--- src/rtl/mips_mem_pkg.sv ---
// Shared MIPS data-memory encodings: mem_op codes, bus size codes and
// the dmem_ctrl FSM state encoding, plus small decode helpers.
package mips_mem_pkg;

  typedef enum logic [2:0] {
    OP_LB  = 3'd0,
    OP_LBU = 3'd1,
    OP_LH  = 3'd2,
    OP_LHU = 3'd3,
    OP_LW  = 3'd4,
    OP_SB  = 3'd5,
    OP_SH  = 3'd6,
    OP_SW  = 3'd7
  } mem_op_e;

  localparam logic [1:0] SIZE_BYTE = 2'd0;
  localparam logic [1:0] SIZE_HALF = 2'd1;
  localparam logic [1:0] SIZE_WORD = 2'd2;

  typedef enum logic [1:0] {
    ST_IDLE = 2'd0,
    ST_REQ  = 2'd1,
    ST_WAIT = 2'd2,
    ST_DONE = 2'd3
  } dmem_state_e;

  function automatic logic op_is_load(input mem_op_e op);
    return (op <= OP_LW);
  endfunction

  function automatic logic [1:0] op_size(input mem_op_e op);
    case (op)
      OP_LB, OP_LBU, OP_SB: return SIZE_BYTE;
      OP_LH, OP_LHU, OP_SH: return SIZE_HALF;
      default:              return SIZE_WORD;
    endcase
  endfunction

  function automatic logic op_misaligned(input mem_op_e op, input logic [1:0] lo);
    case (op_size(op))
      SIZE_HALF: return lo[0];
      SIZE_WORD: return (lo != 2'b00);
      default:   return 1'b0;
    endcase
  endfunction

endpackage

--- src/rtl/dmem_ctrl_if.sv ---
// Execute-stage request/response plus data-bus signals of dmem_ctrl.
// slave = the controller, master = pipeline and memory bus side.
interface dmem_ctrl_if;
  logic        req_valid;
  logic [2:0]  mem_op;
  logic [31:0] addr;
  logic [31:0] wdata;
  logic        stall;
  logic [31:0] rdata;
  logic        rdata_valid;
  logic        addr_err;
  logic        d_req;
  logic        d_wr;
  logic [1:0]  d_size;
  logic [31:0] d_addr;
  logic [31:0] d_wdata;
  logic [3:0]  d_wstrb;
  logic        d_addr_ok;
  logic        d_data_ok;
  logic [31:0] d_rdata;

  modport slave (
    input  req_valid, mem_op, addr, wdata, d_addr_ok, d_data_ok, d_rdata,
    output stall, rdata, rdata_valid, addr_err,
           d_req, d_wr, d_size, d_addr, d_wdata, d_wstrb
  );

  modport master (
    output req_valid, mem_op, addr, wdata, d_addr_ok, d_data_ok, d_rdata,
    input  stall, rdata, rdata_valid, addr_err,
           d_req, d_wr, d_size, d_addr, d_wdata, d_wstrb
  );
endinterface

--- src/rtl/dmem_load_align.sv ---
// Load lane select and sign/zero extension, little-endian; purely combinational.
module dmem_load_align
  import mips_mem_pkg::*;
(
  input  mem_op_e     i_op,
  input  logic [1:0]  i_lane,
  input  logic [31:0] i_word,
  output logic [31:0] o_data
);

  logic [7:0]  w_byte;
  logic [15:0] w_half;

  always_comb begin
    w_byte = i_word[7:0];
    case (i_lane)
      2'd1:    w_byte = i_word[15:8];
      2'd2:    w_byte = i_word[23:16];
      2'd3:    w_byte = i_word[31:24];
      default: w_byte = i_word[7:0];
    endcase
    w_half = i_lane[1] ? i_word[31:16] : i_word[15:0];
  end

  always_comb begin
    o_data = i_word;
    case (i_op)
      OP_LB:   o_data = {{24{w_byte[7]}}, w_byte};
      OP_LBU:  o_data = {24'd0, w_byte};
      OP_LH:   o_data = {{16{w_half[15]}}, w_half};
      OP_LHU:  o_data = {16'd0, w_half};
      default: o_data = i_word;
    endcase
  end

endmodule

--- src/rtl/dmem_ctrl.sv ---
// MIPS data-memory controller: accept -> REQ (d_req) -> optional WAIT -> DONE, min 2 cycles to rdata_valid;
// stalls upstream until DONE. DMEM_ALIGN_CHECK_EN enables misalignment trapping via addr_err.
module dmem_ctrl
  import mips_mem_pkg::*;
(
  input  logic       clk,
  input  logic       rstn,
  dmem_ctrl_if.slave dif
);

  dmem_state_e r_state;
  dmem_state_e w_next;
  mem_op_e     r_op;
  logic [31:0] r_addr;
  logic [31:0] r_wdata;
  logic [31:0] r_rdata;

  mem_op_e     w_req_op;
  logic        w_misalign;
  logic        w_accept;
  logic        w_is_load;
  logic        w_data_hit;
  logic [31:0] w_load_data;
  logic [3:0]  w_strb;
  logic [31:0] w_wdat;
  logic [31:0] w_daddr;

  assign w_req_op = mem_op_e'(dif.mem_op);

`ifdef DMEM_ALIGN_CHECK_EN
  assign w_misalign = op_misaligned(w_req_op, dif.addr[1:0]);
`else
  assign w_misalign = 1'b0;
`endif

  assign w_accept   = (r_state == ST_IDLE) && dif.req_valid && !w_misalign;
  assign w_is_load  = op_is_load(r_op);
  // Responses only count while a request is actually in flight.
  assign w_data_hit = ((r_state == ST_REQ) && dif.d_addr_ok && dif.d_data_ok) ||
                      ((r_state == ST_WAIT) && dif.d_data_ok);

  always_ff @(posedge clk or negedge rstn) begin
    if (!rstn) r_state <= ST_IDLE;
    else       r_state <= w_next;
  end

  always_comb begin
    w_next          = r_state;
    dif.stall       = 1'b0;
    dif.d_req       = 1'b0;
    dif.rdata_valid = 1'b0;
    dif.addr_err    = 1'b0;
    case (r_state)
      ST_IDLE: begin
        dif.stall    = w_accept;
        dif.addr_err = dif.req_valid && w_misalign;
        if (w_accept) w_next = ST_REQ;
      end
      ST_REQ: begin
        dif.d_req = 1'b1;
        dif.stall = 1'b1;
        if (dif.d_addr_ok) w_next = dif.d_data_ok ? ST_DONE : ST_WAIT;
      end
      ST_WAIT: begin
        dif.stall = 1'b1;
        if (dif.d_data_ok) w_next = ST_DONE;
      end
      ST_DONE: begin
        dif.rdata_valid = w_is_load;
        w_next          = ST_IDLE;
      end
      default: w_next = ST_IDLE;
    endcase
  end

  always_ff @(posedge clk or negedge rstn) begin
    if (!rstn) begin
      r_op    <= OP_LB;
      r_addr  <= 32'd0;
      r_wdata <= 32'd0;
      r_rdata <= 32'd0;
    end else begin
      if (w_accept) begin
        r_op    <= w_req_op;
        r_addr  <= dif.addr;
        r_wdata <= dif.wdata;
      end
      if (w_data_hit && w_is_load) r_rdata <= w_load_data;
    end
  end

  dmem_load_align u_load_align (
    .i_op   (r_op),
    .i_lane (r_addr[1:0]),
    .i_word (dif.d_rdata),
    .o_data (w_load_data)
  );

  always_comb begin
    w_strb  = 4'b0000;
    w_wdat  = r_wdata;
    w_daddr = r_addr;
    case (r_op)
      OP_SB: begin
        w_strb = 4'b0001 << r_addr[1:0];
        w_wdat = {4{r_wdata[7:0]}};
      end
      OP_SH: begin
        w_strb = r_addr[1] ? 4'b1100 : 4'b0011;
        w_wdat = {2{r_wdata[15:0]}};
      end
      OP_SW:   w_strb = 4'b1111;
      default: w_strb = 4'b0000;
    endcase
`ifndef DMEM_ALIGN_CHECK_EN
    // Without trapping, misaligned low bits are simply dropped.
    case (op_size(r_op))
      SIZE_HALF: w_daddr[0]   = 1'b0;
      SIZE_WORD: w_daddr[1:0] = 2'b00;
      default:   w_daddr      = r_addr;
    endcase
`endif
  end

  assign dif.d_wr    = (r_state == ST_REQ) && !w_is_load;
  assign dif.d_wstrb = (r_state == ST_REQ) ? w_strb : 4'b0000;
  assign dif.d_size  = op_size(r_op);
  assign dif.d_addr  = w_daddr;
  assign dif.d_wdata = w_wdat;
  assign dif.rdata   = r_rdata;

endmodule

--- src/flat_wrapper.sv ---
// flat-port wrapper written by rule: the top's interface ports become plain ports
module dmem_ctrl_flat import mips_mem_pkg::*;
  (clk, rstn, dif_req_valid, dif_mem_op, dif_addr, dif_wdata, dif_d_addr_ok, dif_d_data_ok, dif_d_rdata, dif_stall, dif_rdata, dif_rdata_valid, dif_addr_err, dif_d_req, dif_d_wr, dif_d_size, dif_d_addr, dif_d_wdata, dif_d_wstrb);
  dmem_ctrl_if dif_i ();
  input  logic clk;
  input  logic rstn;
  input wire logic [$bits(dif_i.req_valid)-1:0] dif_req_valid;
  input wire logic [$bits(dif_i.mem_op)-1:0] dif_mem_op;
  input wire logic [$bits(dif_i.addr)-1:0] dif_addr;
  input wire logic [$bits(dif_i.wdata)-1:0] dif_wdata;
  input wire logic [$bits(dif_i.d_addr_ok)-1:0] dif_d_addr_ok;
  input wire logic [$bits(dif_i.d_data_ok)-1:0] dif_d_data_ok;
  input wire logic [$bits(dif_i.d_rdata)-1:0] dif_d_rdata;
  output wire logic [$bits(dif_i.stall)-1:0] dif_stall;
  output wire logic [$bits(dif_i.rdata)-1:0] dif_rdata;
  output wire logic [$bits(dif_i.rdata_valid)-1:0] dif_rdata_valid;
  output wire logic [$bits(dif_i.addr_err)-1:0] dif_addr_err;
  output wire logic [$bits(dif_i.d_req)-1:0] dif_d_req;
  output wire logic [$bits(dif_i.d_wr)-1:0] dif_d_wr;
  output wire logic [$bits(dif_i.d_size)-1:0] dif_d_size;
  output wire logic [$bits(dif_i.d_addr)-1:0] dif_d_addr;
  output wire logic [$bits(dif_i.d_wdata)-1:0] dif_d_wdata;
  output wire logic [$bits(dif_i.d_wstrb)-1:0] dif_d_wstrb;
  assign dif_i.req_valid = dif_req_valid;
  assign dif_i.mem_op = dif_mem_op;
  assign dif_i.addr = dif_addr;
  assign dif_i.wdata = dif_wdata;
  assign dif_i.d_addr_ok = dif_d_addr_ok;
  assign dif_i.d_data_ok = dif_d_data_ok;
  assign dif_i.d_rdata = dif_d_rdata;
  assign dif_stall = dif_i.stall;
  assign dif_rdata = dif_i.rdata;
  assign dif_rdata_valid = dif_i.rdata_valid;
  assign dif_addr_err = dif_i.addr_err;
  assign dif_d_req = dif_i.d_req;
  assign dif_d_wr = dif_i.d_wr;
  assign dif_d_size = dif_i.d_size;
  assign dif_d_addr = dif_i.d_addr;
  assign dif_d_wdata = dif_i.d_wdata;
  assign dif_d_wstrb = dif_i.d_wstrb;
  dmem_ctrl u_core (.clk(clk), .rstn(rstn), .dif(dif_i));
endmodule
--- config.mk ---
export PLATFORM = sky130hd
export DESIGN_NAME = dmem_ctrl_flat
export DESIGN_NICKNAME = d
export VERILOG_FILES = /design/src/rtl/mips_mem_pkg.sv /design/src/rtl/dmem_ctrl_if.sv /design/src/rtl/dmem_load_align.sv /design/src/rtl/dmem_ctrl.sv /design/src/flat_wrapper.sv
export SDC_FILE = /design/constraint.sdc
export NUM_CORES = 1
export LEC_CHECK = 0
export CORE_MARGIN = 10
export CORE_UTILIZATION = 40
export CTS_CLUSTER_SIZE = 10
export DETAILED_ROUTE_END_ITERATION = 10
export PLACE_DENSITY = 0.77
export SYNTH_ARGS = -nofsm -noshare
export SYNTH_HDL_FRONTEND = slang
export SYNTH_SLANG_ARGS = --single-unit
--- constraint.sdc ---
create_clock -name clk -period 1.9 [get_ports clk]
set_clock_uncertainty 0.05 [all_clocks]
set_input_delay 0.19 -clock clk [delete_from_list [all_inputs] [get_ports clk]]
set_output_delay 0.19 -clock clk [all_outputs]
set_load 0.02 [all_outputs]
==> metrics, run 1 <==
status=complete, but fails checks; failing checks=negative setup slack; drt wl/cell=20.29 um; Tmin final=1.990 ns; Port Buffers=209; vias in the first global route=5197; Final Hold Fails=0; gpl congestion=0.8686; Gate Count Post-Synth=535; Die W=136.0 um; core area=13190 um2; initial antenna violation count=1; hold slack final=0.2979 ns; # fillers=1037; period utilization=104.8%; Worst Path Arrival=1.75 ns; area of the mapped netlist=5385 um2; Setup crit end kind=primary output; Synth Net Count=644; WP data required=1.66 ns; initial core utilization=40.83%; CTS Sinks=101; Relative slew margins=62.95%; Clock Latency Late Sink=0.35 ns; Syn. warnings=0; Reg-to-Reg Start=u_core.r_op[1]$_DFFE_PN0P_; Synth Area per Inst=10.07 um2; die area=18500 um2; crit path max-delay cell type=dfrtp_2; gr usage total=19.17%; ys flop type=dfrtp_1; # Max-Cap Violations=0; #FFs+latches synth=101; Initial DRC Count=351; final setup TNS=-1.168 ns; Final Max Slew Viols=0; gr ovfl total=0; cell taking the most area after synthesis=dfrtp_1; synth top area cells=dfrtp_1 (47%), mux2_2 (15%), buf_4 (5.4%), o21ai_0 (4.5%), nand2_1 (3.8%); Vias=4897; CTS max path bufs=2; number of synthesized flops with an enable pin=0; die height=136.0 um; Worst path top cell family by delay=flip-flops; Post-Route WL=18500 um; endpoints failing setup=25; Unique masters post-synth=42; H-tree Lvls=3; Final WS setup=-0.09029 ns; critical path class=reg -> out; std cell rows=42; worst slew pin tran=0.5546 ns; P_leak=3.615 nW; First-pass DRT Iterations=5; area share of the largest cell type after synthesis=46.93%; PwrDens=1985 nW/um2; drt drc=0; RR Endpoint=u_core.dif.rdata[27]$_DFFE_PN0P_; maximum VDD drop=0.001430 V; share of layout cells above drive strength 1=32.11%; register area share after synthesis=46.93%; Area growth, synth to finish=54.41%; RSZ-0062 raised after global routing=yes; total power=0.01651 W; Critical Path Stages=6; Worst R2R Path Depth=5; post-route ant nets=0; origin of the worst setup path=u_core.r_op[0]$_DFFE_PN0P_; HP Class=in -> async; Buf+Inv Stages, Crit Path=3; Fmax achieved=0.5024 GHz; R2R setup slack=0.01 ns; CP endpoint=dif_d_wdata[26]; vias per cell=5.370; CP Max Fanout=4; first-pass GRT wire length=27860 um; IO Count=211; FFs w/ async S/R, synth=100.0%; Worst Setup Start Kind=flip-flop; CTS tree=built; CP cell instances=buf_12 > buf_6 > or3_1 > o21ai_1 > a21oi_1 > buf_4; TritonCTS Buffers=9; placed wire-length estimate=13850 um; Final #Nets=839; Placement Setup Slack=-0.1819 ns; CP peak stage delay=0.47 ns; root buf cell=clkbuf_16; pin count of the biggest net entering global routing=52; Clock transition at path regs=0.07 ns
-- layer usage --
metal	up-vias	track usage [%]	wire, um
li1	2244	-	-
met1	2366	21.40	6854
met2	243	32.78	9128
met3	44	6.974	1999
met4	0	7.160	521
met5	-	0	0
-- how the worst min path moves through the flow --
stage,cells past startpoint,start,slack [ns],to
floorplan,0,rstn,-0.16,u_core.dif.rdata[0]$_DFFE_PN0P_
global placement,1,rstn,0.15,u_core.dif.rdata[10]$_DFFE_PN0P_
detailed placement,1,rstn,0.15,u_core.dif.rdata[10]$_DFFE_PN0P_
CTS,2,rstn,0.32,u_core.dif.rdata[10]$_DFFE_PN0P_
global route,2,rstn,0.35,u_core.dif.rdata[10]$_DFFE_PN0P_
finish,2,rstn,0.30,u_core.dif.rdata[10]$_DFFE_PN0P_
-- synth_stat cells (all sizes together) (2+ instances only) --
cell type,instances
dfrtp,101
buf,48
a21oi,26
and2,2
clkbuf,31
a211o,4
nand2,54
a31oi,11
o221ai,2
nor2,19
o21ai,49
ha,5
inv,15
or3,25
o22a,8
a32oi,7
and3b,4
nor2b,3
nand3,24
nand2b,4
mux2,70
o22ai,8
-- cell type report --
type                       instances  area (um2)  area share [%]
inverter                          15       56.30          0.6771
clock buffer                      11       232.7           2.799
antenna                            1       2.502         0.03009
timing repair buffer             263        2600           31.27
sequential                       101        2532           30.45
clock inverter                     5       85.08           1.023
multi-input combinational        340        2586           31.10
tap                              176       220.2           2.648
-- stage by stage --
stage | instances | area, um2 | utilization [%]
2_1_floorplan | 535 | 5388 | -
3_3_place_gp | 889 | 7677 | 58.21
5_1_grt | 912 | 8315 | 63.04
3_5_place_dp | 889 | 7677 | 58.21
4_1_cts | 908 | 8018 | 60.79
6_report | 912 | 8315 | 63.04
-- cell usage in the layout (no fill, tap or decap), drive strengths merged, types with 8 or more instances in the layout --
cell           Yosys  routed
o22a               8       8
a21oi             26      26
o21ai             49      49
a31oi             11      11
nand3             24      24
nor2              19      19
o22ai              8       8
dfrtp            101     101
clkdlybuf4s50      0     172
inv               15      15
or3               25      25
mux2              70      70
nand2             54      54
buf               48      85
clkbuf            31      15
-- cell families after synthesis --
family	synth area share, %
xor+xnor	0.1627
buf+inv	9.572
compound gates	13.73
other cells	0.06964
flops	46.93
simple gates	13.55
mux	14.82
fa+ha+maj	1.162
-- sequential cells by signal (all words and copies together) (netlist names) --
signal,cells
u_core.r_op,3
u_core.dif.rdata,32
u_core.r_addr,32
u_core.r_wdata,32
u_core.r_state,2
-- report_power, final --
| part | total, W | switching, W | internal, W |
|---|---|---|---|
| clock | 0.00198 | 0.000821 | 0.00116 |
| sequential | 0.00409 | 0.000836 | 0.00325 |
| combinational | 0.0104 | 0.00539 | 0.00505 |
-- what timing repair did --
item,CTS,global route
setup buffers,1,2
pin swaps,7,11
setup endpoints to repair,41,53
hold endpoints to repair,35,0
gates cloned,1,2
hold buffers,1,0
gates resized for setup,190,105
No activity file was read; power rests on OpenSTA's default activity.
==> run 2, diff against run 1 <==
Settings changed: ABC_CLOCK_PERIOD_IN_PS from default to 1900.
==> results of run 2 <==
No change in the layout: final DEF, timing and power equal those of run 1.
==> run 3, diff against run 2 <==
Settings changed: CAP_MARGIN from default to 20, CTS_CLUSTER_SIZE 10 to 12, SKIP_LAST_GASP from default to 1.
==> run 3 against run 2 <==
Net effect: the run still ends with negative setup slack left; via count grew 0.35%; maximum frequency shrank 0.32%; combinational power about the same; hold slack worse by 0.00077 ns; largest cell class unchanged.
==> metrics, run 3 (synthesis results as in run 1) <==
status=complete, but fails checks (unchanged); failing checks=negative setup slack (unchanged); commonest cells after routing, fill and taps aside=clkdlybuf4s50_1 (172), dfrtp_1 (97), mux2_2 (70), buf_4 (56), nand2_1 (48) (was clkdlybuf4s50_1 (172), dfrtp_1 (97), mux2_2 (70), buf_4 (51), nand2_1 (41)); share of layout cells above drive strength 1=29.93% (was 32.11%); Die W=136.0 um (unchanged); Final Max Slew Viols=0 (unchanged); Clock transition at path regs=0.07 ns (about the same); Relative slew margins=63.68% (was 62.95%); Final #Nets=839 (unchanged); commonest non-fill, non-tap cell in the layout=clkdlybuf4s50_1 (unchanged); CP cell instances=buf_12 > xnor2_4 > nand2b_4 > buf_4 > o21ai_0 > buf_4 (was buf_12 > buf_6 > or3_1 > o21ai_1 > a21oi_1 > buf_4); IO Count=211 (unchanged); Vias=4914 (was 4897); drt wl/cell=20.23 um (was 20.29 um); Util after Layout=62.17% (was 63.04%); Post-Route WL=18450 um (was 18500 um); final cell count without fillers=912 (unchanged); crit path max-delay cell type=dfrtp_2 (unchanged); CTS Sinks=101 (unchanged); vias in the first global route=5187 (was 5197); Initial DRC Count=321 (was 351); HP Class=in -> async (unchanged); WP data required=1.66 ns (about the same); period utilization=105.1% (was 104.8%); area post-placement=7677 um2 (unchanged); core area=13190 um2 (unchanged); Final WS setup=-0.09672 ns (was -0.09029 ns); critical path class=reg -> out (unchanged); # Max-Cap Violations=0 (unchanged); PwrDens=1969 nW/um2 (was 1985 nW/um2); worst slew pin tran=0.5448 ns (was 0.5546 ns); P_leak=3.584 nW (was 3.615 nW); Buf+Inv Stages, Crit Path=3 (unchanged); R2R setup slack=0.01 ns (about the same); initial core utilization=40.83% (unchanged); Tmin final=1.997 ns (was 1.990 ns); CTS max path bufs=2 (unchanged); Critical Path Stages=6 (unchanged); gr ovfl total=0 (unchanged); die height=136.0 um (unchanged); Clk pwr share=12.3% (was 12.0%); First-pass DRT Iterations=5 (unchanged); Comb pwr share=62.5% (was 63.2%); Worst R2R Path Depth=5 (unchanged); std cell rows=42 (unchanged); Clock Latency Late Sink=0.35 ns (about the same); maximum VDD drop=0.001214 V (was 0.001430 V); CP most frequent cell=buf_4; switch share=42.66% (was 42.67%); Fmax achieved=0.5008 GHz (was 0.5024 GHz); initial antenna violation count=1 (unchanged); Worst path top cell family by delay=buffers and inverters (was flip-flops); TritonCTS Buffers=9 (unchanged); vias per cell=5.388 (was 5.370); Psw=0.006888 W (was 0.007043 W); Worst Path Arrival=1.76 ns (was 1.75 ns); die area=18500 um2 (unchanged); Worst Setup Start Kind=flip-flop (unchanged); Seq pwr share=25.2% (was 24.8%); CTS tree=built (unchanged); Int Power=0.009259 W (was 0.009464 W); CP Max Fanout=5 (was 4); RSZ-0062 raised after global routing=yes (unchanged); post-route ant nets=0 (unchanged); Area growth, synth to finish=52.28% (was 54.41%); placed wire-length estimate=13850 um (unchanged); Port Buffers=209 (unchanged); Setup crit end kind=primary output (unchanged); drt drc=0 (unchanged); H-tree Lvls=3 (unchanged); endpoints failing setup=26 (was 25); gpl congestion=0.8686 (unchanged); root buf cell=clkbuf_16 (unchanged); gr usage total=19.17% (about the same); Placed Instances=889 (unchanged); CP peak stage delay=0.47 ns (about the same); pin count of the biggest net entering global routing=52 (unchanged); Final Hold Fails=0 (unchanged); final instance area=8200 um2 (was 8315 um2); first-pass GRT wire length=27850 um (was 27860 um)
-- run 3: path summary, 6_finish.rpt --
| check | from | end |
|---|---|---|
| max reg2reg | u_core.r_op[1]$_DFFE_PN0P_ | u_core.dif.rdata[27]$_DFFE_PN0P_ |
| min reg2reg | u_core.dif.rdata[4]$_DFFE_PN0P_ | u_core.dif.rdata[4]$_DFFE_PN0P_ |
| max | u_core.r_op[0]$_DFFE_PN0P_ | dif_d_wdata[20] |
| min | rstn | u_core.dif.rdata[10]$_DFFE_PN0P_ |
| max in group asynchronous | rstn | u_core.dif.rdata[6]$_DFFE_PN0P_ |
| min in group clk | dif_addr[28] | u_core.r_addr[28]$_DFFE_PN0P_ |
-- run 3: layout make-up --
class,count,area [um2]
inverters,15,56.30
clock inverters,5,85.08
well taps,176,220.2
diodes,1,2.502
fillers,1048,4990
flip-flops and latches,101,2532
repair buffers,263,2557
clock buffers,11,232.7
multi-input cells,340,2514
-- run 3: per-stage QoR --
stage	setup TNS, ns	hold slack [ns]	power [W]	setup slack, ns
3_3_place_gp	-3.132	0.1498	0.01341	-0.1690
3_5_place_dp	-4.490	0.1529	0.01368	-0.1819
6_report	-1.230	0.2971	0.01615	-0.09672
4_1_cts	-1.651	0.3160	0.01562	-0.1439
5_1_grt	-3.217	0.3540	0.01713	-0.1538
2_1_floorplan	-0.8561	-0.1556	0.009549	-0.1070
-- run 3: worst register-to-register path, stage by stage, from the launching register on --
cell and delay [ns]:
dfrtp_2 0.48, buf_6 0.18, or4_1 0.52, a311o_1 0.31
buf_12 0.17, o21ai_0 0.09
-- run 3: per-layer routing --
layer	share of wire (%)	vias up	track usage (%)	wire (um)
met5	0	-	0	0
met4	2.9	0	7.101	529
met3	11	38	6.974	1955
met2	49	254	32.78	9048
met1	37	2386	21.40	6913
li1	-	2236	-	-
-- run 3: what timing repair did --
| item | in CTS | in global routing |
|---|---|---|
| gates resized for setup | 175 | 82 |
| setup endpoints to repair | 41 | 53 |
| setup buffers | 1 | 2 |
| hold endpoints to repair | 35 | 0 |
| pin swaps | 7 | 13 |
| cloned | 1 | 2 |
| hold buffers | 1 | 0 |
-- run 3: power by group through the flow --
stage | Combinational (W) | Clock, W | Sequential (W)
after floorplan | 0.00538 | 0 | 0.00416
after global placement | 0.00947 | 0 | 0.00394
after detailed placement | 0.00965 | 0 | 0.00403
after CTS | 0.00957 | 0.00203 | 0.00401
after global routing | 0.0108 | 0.00210 | 0.00420
final | 0.0101 | 0.00199 | 0.00407
